File: config.mk
export PLATFORM = sky130hd
export DESIGN_NAME = mem_arbiter
export DESIGN_NICKNAME = d
export VERILOG_FILES = /design/src/rtl/mem_arbiter.sv
export SDC_FILE = /design/constraint.sdc
export NUM_CORES = 1
export LEC_CHECK = 0
export ABC_AREA = 1
export CAP_MARGIN = 20
export CORE_ASPECT_RATIO = 1.5
export CORE_MARGIN = 2
export CORE_UTILIZATION = 35
export CTS_BUF_LIST = sky130_fd_sc_hd__clkbuf_4
export CTS_CLUSTER_SIZE = 12
export DETAILED_ROUTE_END_ITERATION = 12
export GPL_TIMING_DRIVEN = 0
export HOLD_SLACK_MARGIN = 0.05
export PLACE_DENSITY = 0.71
export SLEW_MARGIN = 20
export SYNTH_ARGS = -nofsm -noshare
export SYNTH_HDL_FRONTEND = slang
export SYNTH_SLANG_ARGS = --single-unit
File: constraint.sdc
create_clock -name clk -period 1.2 [get_ports clk]
set_clock_uncertainty 0.1 [all_clocks]
set_input_delay 0.24 -clock clk [delete_from_list [all_inputs] [get_ports clk]]
set_output_delay 0.24 -clock clk [all_outputs]
set_load 0.01 [all_outputs]
File: src/rtl/mem_arbiter.sv
// mem_arbiter: two-requester (CPU, DMA) arbiter in front of a single-port
// synchronous memory. Each access is IDLE -> ACC -> RESP with fixed latency.
// Optional macro MEM_ARB_ROUND_ROBIN_EN: alternate the winner on simultaneous
// requests (default build: CPU has fixed priority).
module mem_arbiter #(
    parameter int ADDR_W = 13,
    parameter int DATA_W = 8
) (
    input  logic              clk,
    input  logic              rst,
    input  logic              cpu_req,
    input  logic              cpu_we,
    input  logic [ADDR_W-1:0] cpu_addr,
    input  logic [DATA_W-1:0] cpu_wdata,
    output logic              cpu_gnt,
    output logic              cpu_ack,
    output logic [DATA_W-1:0] cpu_rdata,
    input  logic              dma_req,
    input  logic              dma_we,
    input  logic [ADDR_W-1:0] dma_addr,
    input  logic [DATA_W-1:0] dma_wdata,
    output logic              dma_gnt,
    output logic              dma_ack,
    output logic [DATA_W-1:0] dma_rdata,
    output logic              mem_en,
    output logic              mem_we,
    output logic [ADDR_W-1:0] mem_addr,
    output logic [DATA_W-1:0] mem_wdata,
    input  logic [DATA_W-1:0] mem_rdata,
    output logic              busy
);

    typedef enum logic [1:0] {IDLE, ACC, RESP} state_t;

    state_t            state, state_nxt;
    logic              owner;     // 0 = CPU, 1 = DMA
    logic              lat_we;
    logic              win;       // requester chosen this cycle if in IDLE
    logic              take;      // IDLE -> ACC this cycle
    logic [DATA_W-1:0] cpu_rdata_q, dma_rdata_q;

`ifdef MEM_ARB_ROUND_ROBIN_EN
    logic last_winner;

    // Remember who won the most recent access to alternate on ties
    always_ff @(posedge clk) begin
        if (!rst)
            last_winner <= 1'b1;
        else if (take)
            last_winner <= win;
    end
`endif

    // Next-state and winner selection
    always_comb begin
        state_nxt = state;
        take      = 1'b0;
`ifdef MEM_ARB_ROUND_ROBIN_EN
        win = dma_req & (~cpu_req | ~last_winner);
`else
        win = dma_req & ~cpu_req;
`endif
        case (state)
            IDLE: if (cpu_req || dma_req) begin
                state_nxt = ACC;
                take      = 1'b1;
            end
            ACC:     state_nxt = RESP;
            RESP:    state_nxt = IDLE;
            default: state_nxt = IDLE;
        endcase
    end

    // State register; reset aborts any access in flight
    always_ff @(posedge clk) begin
        if (!rst) state <= IDLE;
        else      state <= state_nxt;
    end

    // Latch the winner's request so input changes mid-access are ignored
    always_ff @(posedge clk) begin
        if (!rst) begin
            owner     <= 1'b0;
            lat_we    <= 1'b0;
            mem_addr  <= '0;
            mem_wdata <= '0;
        end else if (take) begin
            owner     <= win;
            lat_we    <= win ? dma_we    : cpu_we;
            mem_addr  <= win ? dma_addr  : cpu_addr;
            mem_wdata <= win ? dma_wdata : cpu_wdata;
        end
    end

    // Keep the last read result per requester; writes leave it untouched
    always_ff @(posedge clk) begin
        if (!rst) begin
            cpu_rdata_q <= '0;
            dma_rdata_q <= '0;
        end else if (state == RESP && !lat_we) begin
            if (owner) dma_rdata_q <= mem_rdata;
            else       cpu_rdata_q <= mem_rdata;
        end
    end

    // Read data is forwarded straight from memory in the ack cycle so it is
    // valid alongside ack; afterwards the held copy is shown.
    assign cpu_rdata = (state == RESP && !lat_we && !owner) ? mem_rdata : cpu_rdata_q;
    assign dma_rdata = (state == RESP && !lat_we &&  owner) ? mem_rdata : dma_rdata_q;

    assign mem_en  = (state == ACC);
    assign mem_we  = (state == ACC) && lat_we;
    assign cpu_gnt = (state == ACC)  && !owner;
    assign dma_gnt = (state == ACC)  &&  owner;
    assign cpu_ack = (state == RESP) && !owner;
    assign dma_ack = (state == RESP) &&  owner;
    assign busy    = (state != IDLE);

endmodule

Word level (Yosys, flattened, before mapping)
Cells that the tools add are included.
{"block": "word_totals", "word_cells": 37, "reg_bits": 41}
{"block": "op_classes", "bitwise": 3, "eq_ne": 3, "reduce_logical": 15, "n_mux": 9}
{"operator": "2-to-1 mux 8 bit", "count": 3}
{"operator": "2-to-1 mux 13 bit", "count": 1}
{"operator": "logical AND 1 bit", "count": 8}
{"operator": "case mux 2 bit (2 select lines)", "count": 1}
{"operator": "AND reduction 2 bit", "count": 2}
{"operator": "2-to-1 mux 1 bit", "count": 3}
{"operator": "equality test 2 x 1 -> 1 bit (second input constant)", "count": 1}
{"operator": "equality test 2 bit (second input constant)", "count": 1}
{"operator": "zero test 1 bit", "count": 2}
{"operator": "zero test 2 bit", "count": 1}
{"operator": "2-to-1 mux 2 bit", "count": 1}
{"operator": "!= test 2 bit (second input constant)", "count": 1}
{"operator": "inverter 1 bit", "count": 2}
{"operator": "nonzero test 2 bit", "count": 1}
{"operator": "bitwise AND 1 bit", "count": 1}
{"operator": "logical OR 1 bit", "count": 1}

Depth between registers and ports, before layout
Gate-level depths: netlist of the first run.
{"block": "logic_depth", "ltp_word": 4, "ltp_mapped": 7, "ltp_nobuf": 6}

Worst setup path after synthesis of the first run
No wires, ideal clock.
{"block": "synth_timing", "kind": "register to output", "startpoint": "register state[0]", "endpoint": "output cpu_gnt", "slack_ns": -0.160, "stages_incl_launch_ff": 5, "arrival_time_ns": 1.020, "path_cell_list": "dfxtp_1 > inv_1 > nor2_1 > inv_1 > nor2_1"}
{"block": "synth_via", "elab_chain_cells": 2}
{"element": "start: declaration", "line_no": "35", "text": "state_t state, state_nxt;"}
{"element": "start signal: assignment", "line_no": "77", "text": "else state <= state_nxt;"}
{"element": "equality test 2 x 1 -> 1 bit"}
{"element": "via mem_en", "line_no": "25", "text": "output logic mem_en,"}
{"element": "logical AND 1 bit", "line_no": "113", "text": "assign cpu_gnt = (state == ACC) && !owner;"}
{"element": "end: declaration", "line_no": "15", "text": "output logic cpu_gnt,"}
The timed path passes the listed nets, and every way through them passes these cells.

Final worst setup path of the first run
{"block": "layout_timing", "startpoint": "register state[1]", "endpoint": "output dma_gnt"}
{"block": "layout_via", "elab_chain_cells": 2}
{"element": "equality test 2 x 1 -> 1 bit", "line_no": "114", "text": "assign dma_gnt = (state == ACC) && owner;"}
{"element": "logical AND 1 bit", "line_no": "114"}
{"element": "end: declaration", "line_no": "22", "text": "output logic dma_gnt,"}
Every way passes these cells.

==> flow_metrics.env, run 1 <==
export IMPL_vias_per_cell=4.62
export IMPL_synth_common_cells="inv_1, nor2_1, nand2_1"
export IMPL_die_h_um=104
export IMPL_pwr_share_comb_pct=39.9
export IMPL_firstDrtPassIters=4
export IMPL_drt_iter0_drc=158
export IMPL_fin_ws_ns=-0.758
export IMPL_synth_compound_area_share_pct=0.215
export IMPL_irDropWorstVdd_v=0.000669
export IMPL_max_slew_margin_pct=66.4
export IMPL_violations="negative setup slack"
export IMPL_critPathMaxFanout=4
export IMPL_antenna_found_initial=1
export IMPL_status="finished, violations left"
export IMPL_critPathCaptureType="output port"
export IMPL_clock_sinks=41
export IMPL_yosysTopAreaCell="dfxtp_1"
export IMPL_fin_crit_sh_pct=163
export IMPL_wirelength_um=9020
export IMPL_seq_power_share_pct=37.8
export IMPL_syn_avg_cell_area_um2=5.97
export IMPL_clk_pin_slew_ns=0.13
export IMPL_grtUsageTotal_pct=24.1
export IMPL_grtUsageMet2_pct=45.0
export IMPL_area_delta_synth_final_pct=92.3
export IMPL_ant_nets=0
export IMPL_synth_area_leaders="dfxtp_1, inv_1, nor2_1"
export IMPL_intPower_mw=2.80
export IMPL_nNetsFinal=619
export IMPL_muxShareOfSynthArea_pct=0
export IMPL_synthArstFlopShare_pct=0
export IMPL_grt_pass1_wl_um=14100
export IMPL_cellLeakagePower_nw=2.29
export IMPL_clk_latency_ns=0.36
export IMPL_min_period_ns=1.96
export IMPL_drive_above_1_share_pct=44.0
export IMPL_seq_area_frac_synth_pct=35.2
export IMPL_cts_tree="built"
export IMPL_setup_tns_ns=-28.68
export IMPL_grt_most_used_layer="met2"
export IMPL_p_per_area_mw_per_mm2=918
export IMPL_synth_xor_area_share_pct=0
export IMPL_preCtsSetupSlack_ns=-0.699
export IMPL_grt_max_degree=14
export IMPL_crit_type="reg -> out"
export IMPL_numPortBuffers=99
export IMPL_cts_buffer_depth=2
export IMPL_drc=0
export IMPL_synth_edf_count=0
export IMPL_synth_cell_type_count=20
export IMPL_yosys_area_share_adder_pct=0
export IMPL_ys_flop_type="dfxtp_1"
export IMPL_grt_setup_unrepaired="yes"
export IMPL_critPathMaxStageDelay_ns=0.38
export IMPL_critPathLaunchType="register"
export IMPL_critical_path_slowest_cell="dfxtp_4"
export IMPL_gp_congestion=0.849
export IMPL_ys_ff_latch=41
export IMPL_cts_htree_levels=2
export IMPL_die_area_mm2=0.00733
export IMPL_vias=2960
export IMPL_clkPwrFrac_pct=22.2
export IMPL_synth_cells=390
export IMPL_setup_viol=63
export IMPL_min_path_type="in -> reg"
export IMPL_max_cap_violations=0
export IMPL_power_mw=4.11
export IMPL_switching_power_mw=1.31
export IMPL_grt_use_met3_pct=3.39
export IMPL_swShare_pct=31.9
export IMPL_io_pins=100
export IMPL_ys_warn_count=0
export IMPL_cts_made_buffers=5
export IMPL_hold_viol=0
export IMPL_syn_area_mm2=0.00233
export IMPL_die_w_um=70.6
export IMPL_start_util_pct=35.9
export IMPL_critPathTopFamily="buffers and inverters"
export IMPL_grt_overflow=0
export IMPL_synth_top_family_by_area="simple AND/OR/NAND/NOR gates"
export IMPL_grt_pass1_vias=3004
export IMPL_cp_arrival_ns=1.62
export IMPL_cp_num_buf_inv=5
export IMPL_holdBufCountCts=0
export IMPL_worst_pin_slew_ns=0.503
export IMPL_final_max_slew_viol_count=0
export IMPL_gr_usage_met1_pct=25.5
export IMPL_clockRootBuffer="clkbuf_4"
export IMPL_dp_hpwl_um=4980
export IMPL_clock_fmax_mhz=511
export IMPL_core_rowCount=36
export IMPL_crit_chain="buf_4 > buf_6 > buf_12 > nor2_4 > inv_4 > nor2_2 > buf_2"
export IMPL_yosysTopAreaCellShare_pct=35.2
export IMPL_wl_per_cell_um=14.1
export IMPL_syn_num_nets=446
export IMPL_synthSimpleGateAreaFrac_pct=44.7
export IMPL_critical_path_required_ns=0.86
export IMPL_coreArea_mm2=0.00649
state kept, by name (all words and copies together), names as in the netlist:
register / flops
mem_addr: 13
cpu_rdata_q: 8
dma_rdata_q: 8
state: 2
mem_wdata: 8
lat_we: 1
owner: 1
cell type report:
cell class	count	area [µm²]
clock inverter	3	41.3
fill	520	2010
multi-input combinational	237	1280
inverter	93	360
tap	76	95.1
sequential	41	860
timing repair buffer	166	1660
antenna	1	2.50
buffer	19	140
clock buffer	5	37.5
stage by stage:
| step | util, % | cells | hold WS, ns | area (µm²) |
|---|---|---|---|---|
| 4_1_cts | 64.9 | 637 | 0.410 | 4210 |
| 3_3_place_gp | 52.9 | 565 | 0.403 | 3430 |
| 5_1_grt | 69.0 | 641 | 0.432 | 4480 |
| 3_5_place_dp | 52.9 | 565 | 0.409 | 3430 |
| 6_report | 69.0 | 641 | 0.404 | 4480 |
| 2_1_floorplan | - | 390 | 0.266 | 2340 |
power by group through the flow:
stage          Combinational (mW)  Clock (mW)  Sequential [mW]
4_1_cts                      1.45       0.927             1.54
2_1_floorplan               0.563           0             1.60
3_5_place_dp                 1.15           0             1.56
5_1_grt                      1.79       0.995             1.57
3_3_place_gp                 1.13           0             1.56
6_report                     1.64       0.914             1.56
logic make-up after synthesis:
family | Yosys count
AO/OA/AOI/OAI | 1
AND/OR/NAND/NOR | 235
buffers and inverters | 113
flip-flops | 41
per-layer routing:
metal	up-vias	part of all wire, %	routed length [µm]
met3	24	5.0	449
met5	-	0	0
met1	1338	35	3180
met2	101	56	5010
li1	1497	-	-
met4	0	4.2	381
final timing paths:
check	start	end	slack (ns)	cells past startpoint
max	state[1]	dma_gnt	-0.76	7
min	cpu_addr[3]	mem_addr[3]	0.40	5
max reg2reg	state[1]	dma_rdata_q[5]	-0.61	12
min reg2reg	mem_addr[12]	mem_addr[12]	0.42	4
placed cells by master, fill, tap and decap left out:
master	n
nand2_8	1
nand3_4	2
bufinv_16	1
clkbuf_4	5
buf_4	18
buf_6	78
nand2_1	47
clkinv_2	1
inv_4	2
clkinv_1	1
dfxtp_1	16
nand3_2	5
nand2_4	7
clkbuf_8	1
nor2_4	6
buf_16	1
dfxtp_2	22
clkdlybuf4s50_1	55
buf_8	1
clkinvlp_4	1
inv_2	20
nor2_8	1
nor2_2	18
nor2_1	69
nand4_1	16
dfxtp_4	3
clkbuf_1	3
buf_12	2
buf_1	1
buf_2	25
nand3_1	39
diode_2	1
inv_6	1
inv_1	69
a21oi_2	1
nand2_2	25
repair_timing:
action / 4_1_cts / 5_1_grt
setup endpoints to repair: 83 / 75
pin swaps: 49 / 21
setup buffers: 82 / 12
resized for setup: 302 / 74
cloned: 6 / 0
worst reg2reg max path: stages, from the launching register on:
cell     delay (ns)
dfxtp_4        0.39
inv_6          0.05
nor2_8         0.18
nand3_4        0.12
nand2_1        0.09
nand2_1        0.08
buf_4          0.14
buf_4          0.12
buf_6          0.11
buf_6          0.10
buf_6          0.10
buf_6          0.10
nor2_2         0.07
Note: power is estimated with default switching activity, not from simulation.
==> run 2: changes to the inputs <==
--- a/config.mk
+++ b/config.mk
@@ -7,7 +7,7 @@
 export LEC_CHECK = 0
 export ABC_AREA = 1
 export CAP_MARGIN = 20
-export CORE_ASPECT_RATIO = 1.5
+export CORE_ASPECT_RATIO = 0.8
 export CORE_MARGIN = 2
 export CORE_UTILIZATION = 35
 export CTS_BUF_LIST = sky130_fd_sc_hd__clkbuf_4
==> flow_metrics.env, run 2 (synthesis gave the netlist of run 1 again) <==
export IMPL_min_path_type="reg -> reg"
export IMPL_dp_hpwl_um=4870
export IMPL_critPathMaxStageDelay_ns=0.38
export IMPL_final_max_slew_viol_count=0
export IMPL_vias=2885
export IMPL_crit_chain="inv_4 > nor2_8 > buf_4 > buf_6 > nand4_1 > nand2_4 > inv_2 > buf_6"
export IMPL_nNetsFinal=610
export IMPL_drive_above_1_share_pct=39.0
export IMPL_cts_made_buffers=5
export IMPL_max_cap_violations=0
export IMPL_cts_htree_levels=2
export IMPL_cts_buffer_depth=2
export IMPL_critPathCaptureType="output port"
export IMPL_ant_nets=0
export IMPL_crit_type="reg -> out"
export IMPL_grtUsageTotal_pct=21.7
export IMPL_clock_sinks=41
export IMPL_wirelength_um=8190
export IMPL_grt_use_met3_pct=3.14
export IMPL_violations="negative setup slack"
export IMPL_setup_viol=63
export IMPL_grt_overflow=0
export IMPL_coreArea_mm2=0.00641
export IMPL_critPathMaxFanout=6
export IMPL_grtUsageMet2_pct=37.9
export IMPL_critical_path_slowest_cell="dfxtp_4"
export IMPL_grt_most_used_layer="met2"
export IMPL_cellLeakagePower_nw=2.18
export IMPL_clk_latency_ns=0.34
export IMPL_place_area_mm2=0.00344
export IMPL_min_period_ns=1.97
export IMPL_worst_pin_slew_ns=0.474
export IMPL_die_w_um=95.2
export IMPL_worst_path_most_repeated_cell="buf_6"
export IMPL_fin_ws_ns=-0.773
export IMPL_r2r_slack_ns=-0.75
export IMPL_multi_input_area_mm2=0.00119
export IMPL_start_util_pct=36.3
export IMPL_clockRootBuffer="clkbuf_4"
export IMPL_area_delta_synth_final_pct=79.2
export IMPL_die_area_mm2=0.00733
export IMPL_largest_reg_flops=13
export IMPL_finalNonFillerCells=638
export IMPL_firstDrtPassIters=5
export IMPL_cts_tree="built"
export IMPL_wl_per_cell_um=12.8
export IMPL_grt_max_degree=12
export IMPL_layout_commonest_cell="nor2_1"
export IMPL_vias_per_cell=4.52
export IMPL_p_per_area_mw_per_mm2=873
export IMPL_irDropWorstVdd_v=0.000471
export IMPL_gp_congestion=0.799
export IMPL_clk_pin_slew_ns=0.12
export IMPL_max_slew_margin_pct=68.4
export IMPL_critPathLaunchType="register"
export IMPL_n_antenna_cell=0
export IMPL_dp_cells=573
export IMPL_post_route_util_pct=65.1
export IMPL_ff_latch_area_um2=858
export IMPL_status="finished, violations left"
export IMPL_core_rowCount=26
export IMPL_regMostFlops="mem_addr"
export IMPL_die_h_um=77.0
export IMPL_grt_setup_unrepaired="yes"
export IMPL_drt_iter0_drc=160
export IMPL_drc=0
export IMPL_final_fill_count=508
export IMPL_fin_area_mm2=0.00417
export IMPL_io_pins=100
export IMPL_grt_pass1_wl_um=12600
export IMPL_cp_arrival_ns=1.63
export IMPL_hold_viol=0
export IMPL_antenna_found_initial=0
export IMPL_fin_crit_sh_pct=164
export IMPL_clock_fmax_mhz=507
export IMPL_gr_usage_met1_pct=27.3
export IMPL_numPortBuffers=99
export IMPL_critical_path_required_ns=0.86
export IMPL_grt_pass1_vias=2769
export IMPL_final_cell_mix="nor2_1, inv_1, buf_6"
-- run 2: metrics by stage --
stage / hold WS (ns) / setup TNS [ns] / total power, mW / setup slack (ns)
after detailed placement: 0.403 / -33.38 / 2.71 / -0.674
final: 0.415 / -29.12 / 3.64 / -0.773
after global placement: 0.401 / -32.44 / 2.70 / -0.672
after CTS: 0.419 / -23.76 / 3.54 / -0.684
after global routing: 0.431 / -33.53 / 3.86 / -0.845
after floorplan: 0.266 / -1.38 / 2.16 / -0.0826
-- run 2: area by class of cell --
class / count / share of cell area, %
Tap cell: 84 / 2.52
Buffer: 19 / 3.30
Clock inverter: 1 / 0.0900
Sequential cell: 41 / 20.6
Multi-Input combinational cell: 236 / 28.6
Inverter: 93 / 8.61
Clock buffer: 6 / 1.08
Timing Repair Buffer: 158 / 35.2
-- run 2: power breakdown --
part / internal [mW] / total, mW / switching, mW
registers: 1.49 / 1.54 / 0.0578
logic: 0.733 / 1.43 / 0.695
clock network: 0.236 / 0.671 / 0.435
-- run 2: timing repair --
item	4_1_cts	5_1_grt
gates resized for setup	275	48
pin swaps	18	22
setup endpoints to repair	83	66
endpoints found under the hold margin	0	0
setup buffers	64	12
hold buffers	0	0
gates cloned	3	0
-- run 2: final timing paths --
check	from	end	cells past startpoint
setup / recovery	state[1]	cpu_rdata[6]	8
hold / removal	mem_addr[8]	mem_addr[8]	4
setup reg to reg	state[1]	dma_rdata_q[6]	13
hold reg to reg	mem_addr[8]	mem_addr[8]	4
-- run 2: critical path, delay by kind of cell, from the launching register on --
| kind | cells | cell delay (ns) |
|---|---|---|
| simple gates | 3 | 0.47 |
| buf+inv | 5 | 0.43 |
| flops | 1 | 0.38 |
-- run 2: metal layers --
| layer | wire length (µm) | part of all wire [%] | up-vias |
|---|---|---|---|
| met1 | 3450 | 42 | 1311 |
| li1 | - | - | 1471 |
| met4 | 95 | 1.2 | 0 |
| met2 | 4270 | 52 | 95 |
| met3 | 370 | 4.5 | 8 |
| met5 | 0 | 0 | - |
